--- config.mk ---
export PLATFORM = sky130hd
export DESIGN_NAME = serial_add_unit
export DESIGN_NICKNAME = d
export VERILOG_FILES = /design/src/rtl/calc_pkg.sv /design/src/rtl/half_add_cell.sv /design/src/rtl/serial_add_unit.sv
export SDC_FILE = /design/constraint.sdc
export NUM_CORES = 1
export LEC_CHECK = 0
export ABC_AREA = 1
export CORE_MARGIN = 2
export CORE_UTILIZATION = 30
export DETAILED_ROUTE_END_ITERATION = 10
export HOLD_SLACK_MARGIN = 0.03
export PLACE_DENSITY = 0.53
export REMOVE_ABC_BUFFERS = 1
export SLEW_MARGIN = 5
export SYNTH_ARGS = -nofsm -noshare
export SYNTH_HDL_FRONTEND = slang
export SYNTH_SLANG_ARGS = --single-unit
--- constraint.sdc ---
create_clock -name clk -period 1.95 [get_ports clk]
set_clock_uncertainty 0.1 [all_clocks]
set_input_delay 0.39 -clock clk [delete_from_list [all_inputs] [get_ports clk]]
set_output_delay 0.39 -clock clk [all_outputs]
set_load 0.02 [all_outputs]
--- src/rtl/calc_pkg.sv ---
// Shared constants for the calculator datapath: default operand width and
// the state encoding used by the serial arithmetic sequencer.
package calc_pkg;

    localparam int CALC_WIDTH = 8;

    typedef logic [1:0] calc_state_t;

    localparam logic [1:0] ST_IDLE  = 2'd0;
    localparam logic [1:0] ST_SHIFT = 2'd1;
    localparam logic [1:0] ST_DONE  = 2'd2;

endpackage

--- src/rtl/half_add_cell.sv ---
// One-bit half adder; two of these plus an OR form the serial full adder.
module half_add_cell (
    input  logic a,
    input  logic b,
    output logic sum,
    output logic carry
);

    assign sum   = a ^ b;
    assign carry = a & b;

endmodule

--- src/rtl/serial_add_unit.sv ---
// Bit-serial WIDTH-bit adder/subtractor, LSB first, one bit per clock.
//
//   state    | meaning
//   ---------+------------------------------------------------------------
//   ST_IDLE  | waiting for start; operands latched when it is seen
//   ST_SHIFT | one full-add per clock, carry kept in carry_q
//   ST_DONE  | one-cycle done pulse, outputs already valid
module serial_add_unit
    import calc_pkg::*;
#(
    parameter int WIDTH = CALC_WIDTH
) (
    input  logic             clk,
    input  logic             rst_n,
    input  logic             start,
    input  logic             sub,
    input  logic [WIDTH-1:0] op_a,
    input  logic [WIDTH-1:0] op_b,
    output logic             busy,
    output logic             done,
    output logic [WIDTH-1:0] result,
    output logic             cout,
    output logic             ovf
);

    localparam int CW = $clog2(WIDTH);
    localparam logic [CW-1:0] CNT_LAST = CW'(WIDTH - 1);

    calc_state_t      state_q, state_d;
    logic [WIDTH-1:0] a_q, a_d;
    logic [WIDTH-1:0] b_q, b_d;
    logic [WIDTH-1:0] part_q, part_d;
    logic [WIDTH-1:0] result_q, result_d;
    logic [CW-1:0]    cnt_q, cnt_d;
    logic             carry_q, carry_d;
    logic             cout_q, cout_d;
    logic             ovf_q, ovf_d;

    logic ha0_sum, ha0_carry, fa_sum, ha1_carry, fa_co;

    half_add_cell u_ha0 (
        .a     (a_q[0]),
        .b     (b_q[0]),
        .sum   (ha0_sum),
        .carry (ha0_carry)
    );

    half_add_cell u_ha1 (
        .a     (ha0_sum),
        .b     (carry_q),
        .sum   (fa_sum),
        .carry (ha1_carry)
    );

    assign fa_co = ha0_carry | ha1_carry;

    always_comb begin
        state_d  = state_q;
        a_d      = a_q;
        b_d      = b_q;
        part_d   = part_q;
        result_d = result_q;
        cnt_d    = cnt_q;
        carry_d  = carry_q;
        cout_d   = cout_q;
        ovf_d    = ovf_q;
        case (state_q)
            ST_IDLE: begin
                if (start) begin
                    // Subtraction is A + ~B + 1: invert B here, seed carry with sub.
                    a_d     = op_a;
                    b_d     = op_b ^ {WIDTH{sub}};
                    part_d  = '0;
                    carry_d = sub;
                    cnt_d   = '0;
                    state_d = ST_SHIFT;
                end
            end
            ST_SHIFT: begin
                a_d     = a_q >> 1;
                b_d     = b_q >> 1;
                part_d  = {fa_sum, part_q[WIDTH-1:1]};
                carry_d = fa_co;
                cnt_d   = cnt_q + CW'(1);
                if (cnt_q == CNT_LAST) begin
                    cnt_d    = '0;
                    result_d = part_d;
                    cout_d   = fa_co;
                    ovf_d    = carry_q ^ fa_co;
                    state_d  = ST_DONE;
                end
            end
            ST_DONE: state_d = ST_IDLE;
            default: state_d = ST_IDLE;
        endcase
    end

    always_ff @(posedge clk or negedge rst_n) begin
        if (!rst_n) begin
            state_q  <= ST_IDLE;
            a_q      <= '0;
            b_q      <= '0;
            part_q   <= '0;
            result_q <= '0;
            cnt_q    <= '0;
            carry_q  <= 1'b0;
            cout_q   <= 1'b0;
            ovf_q    <= 1'b0;
        end else begin
            state_q  <= state_d;
            a_q      <= a_d;
            b_q      <= b_d;
            part_q   <= part_d;
            result_q <= result_d;
            cnt_q    <= cnt_d;
            carry_q  <= carry_d;
            cout_q   <= cout_d;
            ovf_q    <= ovf_d;
        end
    end

    assign busy   = (state_q == ST_SHIFT) || (state_q == ST_DONE);
    assign done   = (state_q == ST_DONE);
    assign result = result_q;
    assign cout   = cout_q;
    assign ovf    = ovf_q;

endmodule

==> results.txt, run 1 <==
The capture instance of the worst register-to-register path was result[3]. In the detailed route, the total length drawn on met2 is 1658 um. The number of distinct library cells after synthesis was 18; the clock slew at the register clock pins of the worst setup and hold paths was 0.07 ns.

The count of final max-slew check failures is 0. The number of global-route vias before repair was 1455. Port buffering added 31 buffers. The share of the yosys chip area belonging to registers is 0.5091. The count of cells in the finished layout, fillers not included, comes to 358. The final layout contains routed wiring with a total length of 3758 um. The share of layout cells above drive strength 1 was 0.06050. Of all nets on the critical path, the largest fanout is 3.

The flop and latch count out of synthesis came out at 39. Count of final hold-check violations: 0. Global-route usage over all layers: 0.1154.

The time the worst path needs with I/O delays and setup was 1.855 ns; the async set-or-reset flop fraction in the synthesized netlist was 1.000. The worst-case hold slack was 0.04279 ns. The setup check on the worst reg-to-reg path leaves a slack of 0.28 ns.

Pin placement for this block handled 32 I/O pins. The final critical-path share of the clock period was 0.9513. The tools report the via count of the routed design as 1551. For the combined area of the multi-input logic cells, the log shows 800.8 um^2.

sky130_fd_sc_hd__nand2_1 is the most common cell in the netlist. The initial antenna violation count was 0. The growth of design area from synthesis to finish is 25.59%. The maximum clock insertion buffer count is 2. The floorplan step defined a die boundary enclosing 0.007045 mm^2. The biggest cell delay along the critical path is 0.38 ns. The floorplan has 29 rows. Measured along the x axis, the die boundary spans 83.94 um.

The max-slew headroom at the worst pin is 0.6655. The worst register-to-register path has a depth of 6. The run gives 0 as the number of antenna repair diodes. The cell sitting at the root of the clock tree is a sky130_fd_sc_hd__clkbuf_8.

By area the synthesized netlist is led by sky130_fd_sc_hd__dfrtp_1 (51%), sky130_fd_sc_hd__nand2_1 (20%), sky130_fd_sc_hd__o21ai_0 (5.5%). Setup repair after global routing left no endpoint under its margin. In this run the post-CTS setup repair buffer count came out at 0.

The global placer's final weighted congestion is 0.7039, and the number of placed instances, taps included is 350. In this run, synthesis inferred 0 flip-flops with an integrated enable. For the summed negative setup slack over all endpoints, the log shows 0 ns. The top flip-flop cell by instance count after synthesis is sky130_fd_sc_hd__dfrtp_1. After detailed routing, the average wire length per cell comes to 10.50 um. The run gives 0 as the number of remaining DRC errors. At the worst endpoint, the required time is 1.46 ns. For the total power after layout, the log shows 3.415 mW. Number of buffers inserted for hold repair after clock tree synthesis: 0. The worst setup path is of the flop to output port kind. The filler cells instantiated in the layout total 658.

For this run the aggregate overflow at the end of global routing stands at 0. The synthesized netlist occupies a cell area of 0.001917 mm^2. Final number of setup-violating endpoints: 0. Source of the worst register-to-register timing path: state_q[1].

The average instance area after synthesis is 7.792 um^2, and the met1 layer wirelength in the final routing is 1836 um. The kind of cell with the highest combined delay along the critical path is buffers and inverters. The highest metal layer with signal wires is met4.

The post-synthesis cell type with the largest combined area is sky130_fd_sc_hd__dfrtp_1. The flow ran to the end, and the final reports show no timing, DRC or antenna violations. During synthesis, Yosys emitted a total of 0 warnings. The tools report the clock latency on the worst-skew pair as 0.29 ns.

The cell area power density is 1419 mW/mm^2, and the first-iteration detailed-routing DRC count is 92. The share of the synthesized area in the top cell type works out to 0.5091. The pin slew with the least headroom to its limit was 0.5006 ns. The tools report the count of clock tree sinks as 39. For the post-detailed-placement half-perimeter wirelength, the log shows 2476 um. Summing all placed instances gives a cell area of 0.002305 mm^2. The iteration count of the initial detailed-routing pass came out at 4. TritonCTS built the clock tree.

The kind of launch point of the worst setup path is a flop. The tools report the TritonCTS buffer count as 5. The largest net degree at the start of global routing came out at 40. The worst path buffer plus inverter count was 2.

The tools report the maximum clock frequency as 0.5391 GHz. Ranked by instance count, the synthesized netlist is headed by sky130_fd_sc_hd__nand2_1 (103), sky130_fd_sc_hd__dfrtp_1 (39), sky130_fd_sc_hd__inv_1 (22), sky130_fd_sc_hd__o21ai_0 (21), sky130_fd_sc_hd__nand3_1 (20). Across the whole layout, storage elements account for 975.9 um^2. VDD sags by at most 444.4 uV. Routed length on met3: 180 um. The tools report the endpoint type of the worst setup path as an output port. Data arrives at the worst endpoint at 1.36 ns.

For this design, the slowest cell found on the critical path is sky130_fd_sc_hd__dfrtp_1. For the starting utilization of the core area, the log shows 0.3054. The finished cells cover 0.002407 mm^2. The global-route wire length before repair is 6520 um. The signal on the critical path passes through inv_1 > ha_1 > dlygate4sd2_1. The vertical die dimension was 83.94 um; the max-cap violation count was 0. The core area is 0.006277 mm^2, and the number of routed nets with antenna violations is 0. The logs give 246 for the post-synthesis instance total and 1.234 nW for the cell leakage power. The average vias per placed instance works out to 4.332.

The H-tree depth came out at 2. Kind of path behind the tightest hold check: input port to asynchronous set/reset pin. The net count of the finished layout is 307.
-- area by class of cell --
cell class | instances | share of cell area
Inverter | 23 | 0.03586
Multi-Input combinational cell | 174 | 0.3326
Timing Repair Buffer | 37 | 0.1445
Clock buffer | 8 | 0.04158
Tap cell | 77 | 0.04002
Sequential cell | 39 | 0.4054
-- worst reg2reg max path, stage by stage (launching register included) --
cell,delay [ns]
sky130_fd_sc_hd__dfrtp_1,0.40
sky130_fd_sc_hd__inv_1,0.10
sky130_fd_sc_hd__ha_1,0.20
sky130_fd_sc_hd__buf_4,0.16
sky130_fd_sc_hd__nand2_1,0.31
sky130_fd_sc_hd__nand2_1,0.17
sky130_fd_sc_hd__o21ai_0,0.09
-- cells in the final DEF, fill, tap and decap left out --
cell type	instances
sky130_fd_sc_hd__inv_1	22
sky130_fd_sc_hd__clkdlybuf4s50_1	28
sky130_fd_sc_hd__clkbuf_8	7
sky130_fd_sc_hd__inv_2	1
sky130_fd_sc_hd__dlygate4sd2_1	2
sky130_fd_sc_hd__buf_2	1
sky130_fd_sc_hd__dfrtp_1	39
sky130_fd_sc_hd__nand2_1	103
sky130_fd_sc_hd__nand2_4	1
sky130_fd_sc_hd__nand3_1	20
sky130_fd_sc_hd__o21ai_1	1
sky130_fd_sc_hd__nor2_1	18
sky130_fd_sc_hd__buf_4	6
sky130_fd_sc_hd__xnor2_1	1
sky130_fd_sc_hd__clkbuf_1	1
sky130_fd_sc_hd__a21oi_1	1
sky130_fd_sc_hd__o21ai_0	21
sky130_fd_sc_hd__ha_1	6
sky130_fd_sc_hd__fa_1	1
sky130_fd_sc_hd__o21ai_4	1
-- per-layer routing --
| layer | up-vias | GRT usage |
|---|---|---|
| met5 | - | 0 |
| met4 | 0 | 0.05718 |
| met3 | 8 | 0.03066 |
| met2 | 32 | 0.1840 |
| met1 | 690 | 0.1444 |
| li1 | 821 | - |
-- per-stage QoR --
step                  util  setup slack (ns)
CTS                 0.3827           0.07572
global route        0.3835           0.03122
floorplan                -          -0.02068
finish              0.3835           0.09502
global placement    0.3672            0.1492
detailed placement  0.3672            0.1421
-- worst max path at each step --
| stage | start | endpoint | slack [ns] | cells after the start |
|---|---|---|---|---|
| 3_5_place_dp | state_q[0] | busy | 0.14 | 3 |
| 2_1_floorplan | state_q[1] | b_q[0] | -0.02 | 8 |
| 5_1_grt | state_q[0] | busy | 0.03 | 3 |
| 3_3_place_gp | state_q[0] | busy | 0.15 | 3 |
| 6_report | state_q[0] | busy | 0.1 | 3 |
| 4_1_cts | state_q[0] | busy | 0.08 | 3 |
-- where the power goes --
| group | switching (mW) | leakage [nW] | internal, mW | total (mW) |
|---|---|---|---|---|
| Combinational | 0.969 | 0.677 | 0.570 | 1.54 |
| Clock | 0.273 | 0.0515 | 0.323 | 0.596 |
| Sequential | 0.163 | 0.505 | 1.12 | 1.28 |
| Total | 1.41 | 1.23 | 2.01 | 3.41 |
-- timing repair --
action	in CTS	in global routing
resized for setup	2	1
pin swaps	0	0
endpoints found under the hold margin	0	0
setup endpoints to repair	2	1
cloned	0	0
-- state kept, by name, indices dropped and copies added (netlist names) --
register and cells:
a_q 8, carry_q 1, cnt_q 3, ovf 1, result 8, cout 1, part_q 7, b_q 8
state_q 2
-- cell families (layout without fill, tap and decap cells) --
group                      Yosys count  in the layout  synth area share
and+or+nand+nor                    142            142            0.2924
DFF                                 39             39            0.5091
buffers and inverters               33             68           0.07571
AOI/OAI and AO/OA                   24             24           0.06853
adders and majority gates            7              7           0.04961
xor gates and xnor gates             1              1          0.004570
(Power assumes the default switching activity.)
==> inputs of run 2 (changes only) <==
Settings changed: TNS_END_PERCENT set to 30.
==> results of run 2 <==
Same layout as run 1: the final DEF is identical, and so are final timing and power.
